### src/rtl/wave_playback_ctrl.sv
// Per-channel DAC playback controller: streams a triggered, masked, optionally
// repeated burst from the waveform FIFO to the converter, with serial config.
module wave_playback_ctrl #(
    parameter int DATA_W   = 256,
    parameter int SAMPLE_W = 16,
    parameter int CNT_W    = 32,
    parameter int REP_W    = 16
) (
    input  logic              clk,
    input  logic              rst,
    input  logic [DATA_W-1:0] s_axis_tdata,
    input  logic              s_axis_tvalid,
    output logic              s_axis_tready,
    output logic [DATA_W-1:0] m_axis_tdata,
    output logic              m_axis_tvalid,
    input  logic              m_axis_tready,
    input  logic              cfg_select,
    input  logic [4:0]        cfg_shift,
    input  logic              cfg_sdata,
    input  logic              trigger_in,
    input  logic              stop_in,
    output logic              mux_sel,
    output logic              busy,
    output logic              done,
    output logic              underflow,
    output logic              trig_miss
);

    localparam int LANES = DATA_W / SAMPLE_W;

    typedef enum logic {
        ST_IDLE,
        ST_RUN
    } state_t;

    state_t r_state;
    state_t w_state_nxt;

    logic [LANES-1:0]  r_head_mask;
    logic [LANES-1:0]  r_tail_mask;
    logic [CNT_W-1:0]  r_beat_cnt;
    logic [REP_W-1:0]  r_rep_cnt;
    logic [2:0]        r_mode;

    logic [CNT_W-1:0]  r_beat_ctr;
    logic [CNT_W-1:0]  w_beat_ctr_nxt;
    logic [REP_W-1:0]  r_rep_ctr;
    logic [REP_W-1:0]  w_rep_ctr_nxt;
    logic              r_first;
    logic              w_first_nxt;
    logic              r_done;
    logic              w_done_nxt;
    logic              r_underflow;
    logic              r_trig_miss;
    logic [DATA_W-1:0] r_tdata;
    logic [DATA_W-1:0] w_tdata_nxt;
    logic [LANES-1:0]  w_lane_en;

    logic w_run;
    logic w_cfg_en;
    logic w_continuous;
    logic w_clear_flags;
    logic w_unused;

    assign w_run         = (r_state == ST_RUN);
    assign w_cfg_en      = cfg_select && !w_run;
    assign w_continuous  = r_mode[1];
    assign w_clear_flags = r_mode[2];

    // The converter pulls a sample every cycle, so its ready is meaningless here.
    assign w_unused = m_axis_tready;

    // NOTE: config registers are plain flops, not a memory, so they take the reset like any state.
    always_ff @(posedge clk or negedge rst) begin
        if (!rst) begin
            r_head_mask <= '0;
            r_tail_mask <= '0;
            r_beat_cnt  <= '0;
            r_rep_cnt   <= '0;
            r_mode      <= '0;
        end else begin
            if (w_cfg_en && cfg_shift[0]) r_head_mask <= {r_head_mask[LANES-2:0], cfg_sdata};
            if (w_cfg_en && cfg_shift[1]) r_tail_mask <= {r_tail_mask[LANES-2:0], cfg_sdata};
            if (w_cfg_en && cfg_shift[2]) r_beat_cnt  <= {r_beat_cnt[CNT_W-2:0], cfg_sdata};
            if (w_cfg_en && cfg_shift[3]) r_rep_cnt   <= {r_rep_cnt[REP_W-2:0], cfg_sdata};
            if (w_cfg_en && cfg_shift[4]) begin
                r_mode <= {r_mode[1:0], cfg_sdata};
            end else if (w_clear_flags) begin
                r_mode[2] <= 1'b0;
            end
        end
    end

    // A flag event in the same cycle as a clear request wins, so no event is lost.
    always_ff @(posedge clk or negedge rst) begin
        if (!rst) begin
            r_underflow <= 1'b0;
            r_trig_miss <= 1'b0;
        end else begin
            if (w_clear_flags) begin
                r_underflow <= 1'b0;
                r_trig_miss <= 1'b0;
            end
            if (w_run && !s_axis_tvalid) r_underflow <= 1'b1;
            if (w_run && trigger_in)     r_trig_miss <= 1'b1;
        end
    end

    // NOTE: every always_comb output gets a default first so no path can infer a latch.
    always_comb begin
        w_state_nxt    = r_state;
        w_beat_ctr_nxt = r_beat_ctr;
        w_rep_ctr_nxt  = r_rep_ctr;
        w_first_nxt    = r_first;
        w_done_nxt     = 1'b0;

        case (r_state)
            ST_IDLE: begin
                if (trigger_in && !stop_in) begin
                    w_state_nxt    = ST_RUN;
                    w_beat_ctr_nxt = r_beat_cnt;
                    w_rep_ctr_nxt  = r_rep_cnt;
                    w_first_nxt    = 1'b1;
                end
            end
            ST_RUN: begin
                if (stop_in) begin
                    w_state_nxt = ST_IDLE;
                    w_done_nxt  = 1'b1;
                    w_first_nxt = 1'b0;
                end else if (r_beat_ctr != '0) begin
                    w_beat_ctr_nxt = r_beat_ctr - CNT_W'(1);
                    w_first_nxt    = 1'b0;
                end else if ((r_rep_ctr != '0) || w_continuous) begin
                    w_beat_ctr_nxt = r_beat_cnt;
                    if (!w_continuous) w_rep_ctr_nxt = r_rep_ctr - REP_W'(1);
                    w_first_nxt    = 1'b1;
                end else begin
                    w_state_nxt = ST_IDLE;
                    w_done_nxt  = 1'b1;
                    w_first_nxt = 1'b0;
                end
            end
            default: w_state_nxt = ST_IDLE;
        endcase
    end

    // First beat of a repetition takes head_mask, last takes tail_mask, a lone beat takes both.
    always_comb begin
        w_lane_en = '1;
        if (r_first)            w_lane_en = w_lane_en & r_head_mask;
        if (r_beat_ctr == '0)   w_lane_en = w_lane_en & r_tail_mask;

        w_tdata_nxt = '0;
        if (w_run && !stop_in && s_axis_tvalid) begin
            for (int k = 0; k < LANES; k++) begin
                if (w_lane_en[k]) begin
                    w_tdata_nxt[k*SAMPLE_W +: SAMPLE_W] = s_axis_tdata[k*SAMPLE_W +: SAMPLE_W];
                end
            end
        end
    end

    // NOTE: sequential state uses non-blocking assignments so all flops update together.
    always_ff @(posedge clk or negedge rst) begin
        if (!rst) begin
            r_state    <= ST_IDLE;
            r_beat_ctr <= '0;
            r_rep_ctr  <= '0;
            r_first    <= 1'b0;
            r_done     <= 1'b0;
            r_tdata    <= '0;
        end else begin
            r_state    <= w_state_nxt;
            r_beat_ctr <= w_beat_ctr_nxt;
            r_rep_ctr  <= w_rep_ctr_nxt;
            r_first    <= w_first_nxt;
            r_done     <= w_done_nxt;
            r_tdata    <= w_tdata_nxt;
        end
    end

    assign s_axis_tready = w_run;
    assign busy          = w_run;
    assign m_axis_tvalid = 1'b1;
    assign m_axis_tdata  = r_tdata;
    assign done          = r_done;
    assign underflow     = r_underflow;
    assign trig_miss     = r_trig_miss;
    assign mux_sel       = r_mode[0];

endmodule

### config.mk
export PLATFORM = sky130hd
export DESIGN_NAME = wave_playback_ctrl
export DESIGN_NICKNAME = d
export VERILOG_FILES = /design/src/rtl/wave_playback_ctrl.sv
export SDC_FILE = /design/constraint.sdc
export NUM_CORES = 1
export LEC_CHECK = 0
export ABC_CLOCK_PERIOD_IN_PS = 2850
export BUFFER_PORTS_ARGS = -buffer_cell sky130_fd_sc_hd__buf_2
export CORE_AREA = 2 2 208 210
export CTS_BUF_LIST = sky130_fd_sc_hd__clkbuf_16
export CTS_CLUSTER_DIAMETER = 150
export DETAILED_ROUTE_END_ITERATION = 8
export DIE_AREA = 0 0 210 212
export PLACE_DENSITY = 0.67
export SYNTH_ARGS = -nofsm -noshare
export SYNTH_HDL_FRONTEND = slang
export SYNTH_SLANG_ARGS = --single-unit
### constraint.sdc
create_clock -name clk -period 2.85 [get_ports clk]
set_input_delay 0.57 -clock clk [delete_from_list [all_inputs] [get_ports clk]]
set_output_delay 0.57 -clock clk [all_outputs]
set_load 0.01 [all_outputs]
# Word-level counts from Yosys, hierarchy flattened
# Index checks and enable logic that the tools add are counted.
[totals]
out_inout_bits = 263
word_cells = 93
ff_bits = 392
in_bits = 269
[classes]
addsub = 2
bitwise = 2
reduce_logical = 22
n_mux = 47
eq_ne = 6
[op_table]
columns = ["op", "count"]
rows = [
  ["$mux W16", 23],
  ["$mux W256", 1],
  ["$mux W32", 4],
  ["$pmux W32 S2", 1],
  ["$logic_not A32 Y1", 1],
  ["$pmux W16 S2", 1],
  ["$reduce_bool A32 Y1", 1],
  ["$sub A32 B1 Y32 const B", 1],
  ["$and A16 B16 Y16", 1],
  ["$reduce_bool A16 Y1", 1],
  ["$sub A16 B1 Y16 const B", 1],
  ["$mux W1", 15],
  ["$logic_and A1 B1 Y1", 11],
  ["$ne A2 B2 Y1 const B", 4],
  ["$reduce_and A5 Y1", 1],
  ["$pmux W1 S2", 2],
  ["$reduce_bool A2 Y1", 2],
  ["$logic_not A1 Y1", 3],
  ["$ne A3 B1 Y1 const B", 1],
  ["$reduce_and A3 Y1", 1],
  ["$ne A2 B1 Y1 const B", 1],
  ["$logic_or A1 B1 Y1", 1],
  ["$not A1 Y1", 1],
]

# Depth between registers and ports, before layout
# Gate-level depths: netlist of run 1.
[depth]
word_depth = 6
ltp_mapped = 10
ltp_nobuf = 9

# Worst setup path before layout of run 1
# No wires, ideal clock.
[synth_path]
kind = "register to register"
from = "register r_beat_ctr[17]"
to = "register r_rep_ctr[8]"
synth_period_minus_slack_ns = 2.360
setup_time_ns = 0.131
t_required_ns = 2.719
path_stages_with_launch = 8
path_buffers = 1
path_slack_ns = 0.490
arrival_time_ns = 2.230
cell_sequence = "dfrtp_1 -> nor4_4 -> nand3_1 -> or4_4 -> buf_6 -> nor4_4 -> mux2i_1 -> o21ai_1"
[synth_between]
elab_chain_len = 3
[synth_rtl]
columns = ["item", "line", "source"]
rows = [
  ["from (decl)", "45", "logic [CNT_W-1:0] r_beat_ctr;"],
  ["from (signal assigned)", "175", "r_beat_ctr <= w_beat_ctr_nxt;"],
  ["$reduce_bool A32 Y1", "131", "end else if (r_beat_ctr != '0) begin"],
  ["$ne A2 B2 Y1 (no source line)", "--", ""],
  ["$reduce_and A5 Y1 (no source line)", "--", ""],
  ["to (signal assigned)", "176", "r_rep_ctr <= w_rep_ctr_nxt;"],
  ["to (decl)", "47", "logic [REP_W-1:0] r_rep_ctr;"],
]
# No other way between the ends.
# A chain may end at the register's enable or synchronous reset.

# Worst setup path after layout of run 1
[layout_path]
from = "register r_beat_ctr[17]"
to = "register r_tdata[138], in the netlist m_axis_tdata[138]"
[layout_between]
elab_chain_len = 4
[layout_rtl]
columns = ["item", "line", "source"]
rows = [
  ["$logic_not A32 Y1", "152", "if (r_beat_ctr == '0) w_lane_en = w_lane_en & r_tail_mask;"],
  ["$mux W16", "152", ""],
  ["$mux W16", "157", "if (w_lane_en[k]) begin"],
  ["$mux W256", "155", "if (w_run && !stop_in && s_axis_tvalid) begin"],
  ["named net w_tdata_nxt[138]", "56", "logic [DATA_W-1:0] w_tdata_nxt;"],
  ["to (signal assigned)", "179", "r_tdata <= w_tdata_nxt;"],
  ["to (decl)", "55", "logic [DATA_W-1:0] r_tdata;"],
]
# The timed path passes the listed nets, and every way through them passes these cells.

==> results of run 1 <==
## layout make-up
type | count | area [um2]
multi-input cells | 736 | 4920
repair buffers | 603 | 3310
diodes | 3 | 7.51
fillers | 3867 | 22400
inverters | 11 | 41.3
well taps | 546 | 683
clock inverters | 28 | 169
flip-flops and latches | 392 | 9810
clock buffers | 45 | 1130
## power breakdown
group	total (W)	internal, W	switching, W
clock network	0.00517	0.00300	0.00217
logic	0.00186	0.000949	0.000914
registers	0.00670	0.00616	0.000541
## placed cells by master (no fill, tap or decap), types with 4 or more instances in the layout
| cell type | n |
|---|---|
| a31oi_1 | 4 |
| clkbuf_16 | 45 |
| ha_1 | 4 |
| o22ai_1 | 26 |
| o21ai_1 | 6 |
| clkinv_1 | 8 |
| and3_1 | 6 |
| nand2b_1 | 6 |
| inv_1 | 24 |
| mux2i_1 | 12 |
| nor3_1 | 27 |
| buf_12 | 8 |
| nand4_1 | 11 |
| nor4_4 | 5 |
| a21oi_1 | 47 |
| and2_1 | 260 |
| nand2_1 | 41 |
| dfrtp_1 | 392 |
| nand3_1 | 24 |
| buf_2 | 529 |
| nor2_1 | 59 |
| buf_4 | 64 |
| mux2_2 | 83 |
| nor2b_1 | 19 |
| nor4_1 | 6 |
| o21ai_0 | 22 |
| nor3_2 | 7 |
## kinds of logic (layout without fill, tap and decap cells)
family,count (synthesis),after routing,share of synthesized area
muxes,96,96,0.0714
DFF,392,392,0.656
buffers and inverters,61,687,0.0170
adders and majority gates,4,4,0.00334
other,1,4,0.000251
AOI/OAI and AO/OA,137,137,0.0559
and+or+nand+nor,498,498,0.197
## synthesized netlist by cell type (all sizes together) (3+ instances only)
library cell	instances
dfrtp	392
or4	5
mux2	83
o211ai	3
nor3b	3
and3	6
nand2	43
o21ai	28
ha	4
nor4	13
o21a	3
or2	3
a41o	3
nor2	59
a21oi	47
inv	11
o2bb2ai	3
nand3	24
buf	15
nand2b	6
nor2b	19
and2	260
o22ai	26
nor4b	3
nor3	34
clkbuf	35
a31oi	4
nand4	11
mux2i	13
a211o	3
## registers in the layout, indices dropped and copies added, names as in the netlist, 3 cells and up
signal	count
m_axis_tdata	256
r_beat_cnt	32
r_beat_ctr	32
r_head_mask	16
r_mode	3
r_rep_cnt	16
r_rep_ctr	16
r_tail_mask	16
## per-stage QoR
| stage | power (W) | instance area, um2 | cells |
|---|---|---|---|
| floorplan | 0.00773 | 15000 | 1189 |
| global placement | 0.00858 | 18800 | 2286 |
| detailed placement | 0.00866 | 18800 | 2286 |
| CTS | 0.0139 | 20100 | 2359 |
| global route | 0.0144 | 20100 | 2362 |
| finish | 0.0137 | 20100 | 2364 |
## per-layer routing
| layer | vias to the layer above | wire length [um] | GRT usage |
|---|---|---|---|
| li1 | 5232 | - | - |
| met1 | 5507 | 19500 | 0.264 |
| met2 | 403 | 21000 | 0.309 |
| met3 | 77 | 3340 | 0.0558 |
| met4 | 2 | 1200 | 0.0638 |
| met5 | - | 13 | 0 |
## how the worst max path moves through the flow
| stage | from | to | cells after the start | slack [ns] |
|---|---|---|---|---|
| CTS | r_beat_ctr[17]$_DFFE_PN0P_ | m_axis_tdata[255]$_DFF_PN0_ | 6 | 0.16 |
| global placement | r_beat_ctr[17]$_DFFE_PN0P_ | m_axis_tdata[135]$_DFF_PN0_ | 7 | 0.29 |
| finish | r_beat_ctr[17]$_DFFE_PN0P_ | m_axis_tdata[138]$_DFF_PN0_ | 7 | 0.21 |
| global route | r_beat_ctr[17]$_DFFE_PN0P_ | m_axis_tdata[246]$_DFF_PN0_ | 7 | 0.05 |
| detailed placement | r_beat_ctr[17]$_DFFE_PN0P_ | m_axis_tdata[255]$_DFF_PN0_ | 6 | 0.20 |
| floorplan | r_beat_ctr[17]$_DFFE_PN0P_ | r_rep_ctr[8]$_DFFE_PN0P_ | 7 | 0.49 |
## worst reg2reg max path, delay by kind of cell (launching register included)
kind                   cells  cell delay, ns
AND/OR/NAND/NOR            6            1.83
buffers and inverters      1            0.20
flip-flops                 1            0.47
==> results.cfg, run 1 <==
[setup_path]
r2r.worst_path.cells = 7
worstPathArrival_ns = 3.05
cp_num_buf_inv = 1
cp_max_fo = 20
worst_r2r_startpoint = r_beat_ctr[17]$_DFFE_PN0P_
crit_type = register to register
slowest_stage = or4_4
end_kind = register
reg2reg_slack_ns = 0.21
critPathMaxStageDelay_ns = 0.76
reg2reg_to = m_axis_tdata[138]$_DFF_PN0_
crit_family = simple AND/OR/NAND/NOR gates
critPathRequiredTime_ns = 3.27
startpoint_type = register
worstPathCellList = nor4_4 > nand3_1 > or4_4 > nor2_1 > nor3_1 > buf_4 > and2_1

[cts]
cts_num_sinks = 392
htreeDepth = 2
clock_latency_ns = 0.56
postCtsSetupBuffers = 0
cts_tree = yes
cts_max_path_buffers = 3
cts_hold_buf = 0
cts_buffers = 43
cts_resized = 0
cts_root_buf = clkbuf_16
clk_pin_slew_worst_paths_ns = 0.06

[synth]
syn_area_um2 = 15000
synth_warnings = 0
ys.flop_type = dfrtp_1
synthCells = 1189
netlist.top_cell.by_area = dfrtp_1
yosys-top-cells-area = dfrtp_1 66%, and2_1 11%, mux2_2 6.2%
synthArstFlopShare = 1.00
ys_seq_area_frac = 0.656
synth_edf_count = 0
ys_types = 62
synth.avg_cell_area_um2 = 12.6
synth_top_area_share = 0.656
syn_nets = 1462
ys_ff_latch = 392

[sta]
fin_crit_ns = 2.64
rsz0062_at_grt = false
tns_ns = 0
layout_setup_ws_ns = 0.212
finalSetupViolations = 0
tightest_slew_ns = 0.982
hold_violations = 0
timing.fmax_mhz = 379
relSlewSlack = 0.342
finClkSkew_ns = 0.0338
holdWs_ns = 0.0575
period_share = 0.926
slew_violations = 0

[floorplan]
io-pin-count = 532
die_w_um = 210
dieArea_um2 = 44500
rows = 76
start_util = 0.352
die_h_um = 212
coreArea_um2 = 42500

[routing]
num_vias = 11221
first_pass_iters = 4
drt_iter0_markers = 752
wl_per_cell_um = 19.0
finalWirelength_um = 45000
drc = 0
ant_nets = 0
via_per_inst = 4.75

[run_status]
status = completed

[finish]
final_util = 0.472
finalNetCount = 2060
syn2layout_area_growth_pct = 34.1
drive_above_1_share = 0.421

[global_route]
gr-total-overflow = 0
grt_max_degree = 84
track_usage = 0.197
grt_pass1_vias = 11445
grt_pass1_wl_um = 66600
grt_antenna_before_repair = 5

[pwr]
power.leakage_nw = 10.9
powerDensity_nw_per_um2 = 684
vdd_drop_max_v = 0.000589

[placed_design]
port_buffers = 529
post-place-ws_ns = 0.200
gp_routability_congestion = 0.902
dp_hpwl_um = 34500

[run]
cap_violations = 0

[hold_path]
hold_path.class = input pin to async pin
Note: power is estimated with default switching activity, not from simulation.
==> run 2, diff against run 1 <==
--- a/config.mk
+++ b/config.mk
@@ -7,12 +7,14 @@
 export LEC_CHECK = 0
 export ABC_CLOCK_PERIOD_IN_PS = 2850
 export BUFFER_PORTS_ARGS = -buffer_cell sky130_fd_sc_hd__buf_2
-export CORE_AREA = 2 2 208 210
+export CELL_PAD_IN_SITES_DETAIL_PLACEMENT = 1
+export CELL_PAD_IN_SITES_GLOBAL_PLACEMENT = 2
+export CORE_ASPECT_RATIO = 1.5
+export CORE_UTILIZATION = 31
 export CTS_BUF_LIST = sky130_fd_sc_hd__clkbuf_16
 export CTS_CLUSTER_DIAMETER = 150
 export DETAILED_ROUTE_END_ITERATION = 8
-export DIE_AREA = 0 0 210 212
-export PLACE_DENSITY = 0.67
+export PLACE_DENSITY = 0.86
 export SYNTH_ARGS = -nofsm -noshare
 export SYNTH_HDL_FRONTEND = slang
 export SYNTH_SLANG_ARGS = --single-unit
==> run 2 against run 1 <==
  * First-iteration DRC count shrank 26%
  * Die area grew 10%
  * Worst setup slack gained 0.068 ns
  * Largest power group unchanged
==> results.cfg, run 2 (synthesized netlist as in run 1, its figures left out) <==
[hold_path]
whs_path_depth = 2
hold_path.class = input pin to register

[pwr]
power_frac_clock = 0.385
power.leakage_nw = 10.8
vdd_drop_max_v = 0.000574
combPwrFrac = 0.137
p_switching_w = 0.00380
intPower_w = 0.0102
power_w = 0.0140
powerDensity_nw_per_um2 = 701
swShare = 0.270
seqPwrFrac = 0.478

[setup_path]
cp_max_fo = 34
startpoint_type = register
r2r.worst_path.cells = 8
critPathRequiredTime_ns = 3.24
end_kind = register
crit_type = register to register
worstPathArrival_ns = 2.96

[sta]
relSlewSlack = 0.160
timing.fmax_mhz = 389
fin_crit_ns = 2.57
period_share = 0.902
rsz0062_at_grt = false
finalSetupViolations = 0
hold_violations = 0
finClkSkew_ns = 0.0203
slew_violations = 0
tightest_slew_ns = 1.25
tns_ns = 0

[global_route]
grt_antenna_before_repair = 10
gr-total-overflow = 0
grt_max_degree = 69
grt_pass1_vias = 12601
grt_pass1_wl_um = 79800
track_usage = 0.217

[finish]
finalNetCount = 2036
largest_reg_flops = 256
fillerInstances = 5266
syn2layout_area_growth_pct = 33.9
final_cells = 2395
drive_above_1_share = 0.423
final_common_cell = buf_2
layout_common_cells = 528 x buf_2, 392 x dfrtp_1, 260 x and2_1, 83 x mux2_2, 59 x nor2_1
final_util = 0.420

[routing]
ant_nets = 0
wl_per_cell_um = 22.3
num_vias = 11605
drt_iter0_markers = 558
finalWirelength_um = 53300
first_pass_iters = 7
via_per_inst = 4.85
drc = 0

[cts]
cts_resized = 0
cts_buffers = 39
clock_latency_ns = 0.55
cts_num_sinks = 392
cts_hold_buf = 1
htreeDepth = 2
cts_max_path_buffers = 3
cts_root_buf = clkbuf_16
postCtsSetupBuffers = 0
cts_tree = yes
clk_pin_slew_worst_paths_ns = 0.06

[floorplan]
rows = 98
io-pin-count = 532
dieArea_um2 = 49200
die_w_um = 181
start_util = 0.314
coreArea_um2 = 47700
die_h_um = 271

[placed_design]
dp_hpwl_um = 41100
port_buffers = 529
placed_cells = 2321
gp_routability_congestion = 0.874

[run]
cap_violations = 0

[run_status]
status = completed
run 2: layout make-up:
cell class	count	area [um2]	share of cell area
Antenna cell	2	5.00	0.000250
Clock buffer	39	976	0.0487
Clock inverter	32	352	0.0175
Inverter	11	41.3	0.00206
Multi-Input combinational cell	736	4950	0.247
Sequential cell	392	9810	0.490
Tap cell	600	751	0.0375
Timing Repair Buffer	583	3150	0.157
run 2: critical path: stages (launching register included):
cell and delay (ns):
dfrtp_1 0.42, nor4_1 0.35, buf_4 0.19, nand4_1 0.20
or4_4 0.56, nand2_2 0.10, inv_2 0.25, o221ai_1 0.28
a21oi_1 0.06
run 2: final timing paths:
| check | start | end | slack (ns) |
|---|---|---|---|
| setup reg to reg | r_rep_ctr[8]$_DFFE_PN0P_ | r_beat_ctr[26]$_DFFE_PN0P_ | 0.28 |
| hold / removal | s_axis_tdata[106] | m_axis_tdata[106]$_DFF_PN0_ | 0.22 |
| min in group asynchronous | rst | m_axis_tdata[126]$_DFF_PN0_ | 0.55 |
| max in group asynchronous | rst | m_axis_tdata[186]$_DFF_PN0_ | 1.47 |
| setup / recovery | r_rep_ctr[8]$_DFFE_PN0P_ | r_beat_ctr[26]$_DFFE_PN0P_ | 0.28 |
| hold reg to reg | r_mode[2]$_DFF_PN0_ | underflow$_DFFE_PN0P_ | 0.47 |
run 2: metrics by stage:
step | instance area, um2 | setup slack [ns] | hold slack [ns]
floorplan | 15000 | 0.490 | 0.274
global placement | 18700 | 0.354 | 0.440
detailed placement | 18700 | 0.267 | 0.473
CTS | 20000 | 0.249 | 0.185
global route | 20000 | 0.0204 | 0.202
finish | 20000 | 0.279 | 0.223
run 2: power groups by stage:
stage          registers [W]  logic, W  clock network, W
3_3_place_gp         0.00676   0.00186                 0
4_1_cts              0.00670   0.00196           0.00558
2_1_floorplan        0.00667   0.00106                 0
6_report             0.00671   0.00193           0.00541
3_5_place_dp         0.00680   0.00194                 0
5_1_grt              0.00680   0.00213           0.00577
run 2: routing by layer:
layer  share of wire  up-vias  global-route usage
met5         0.00066        -                   0
met4           0.035        6              0.0805
met3           0.065       95              0.0450
met2            0.47      465               0.348
met1            0.43     5869               0.288
li1                -     5170                   -
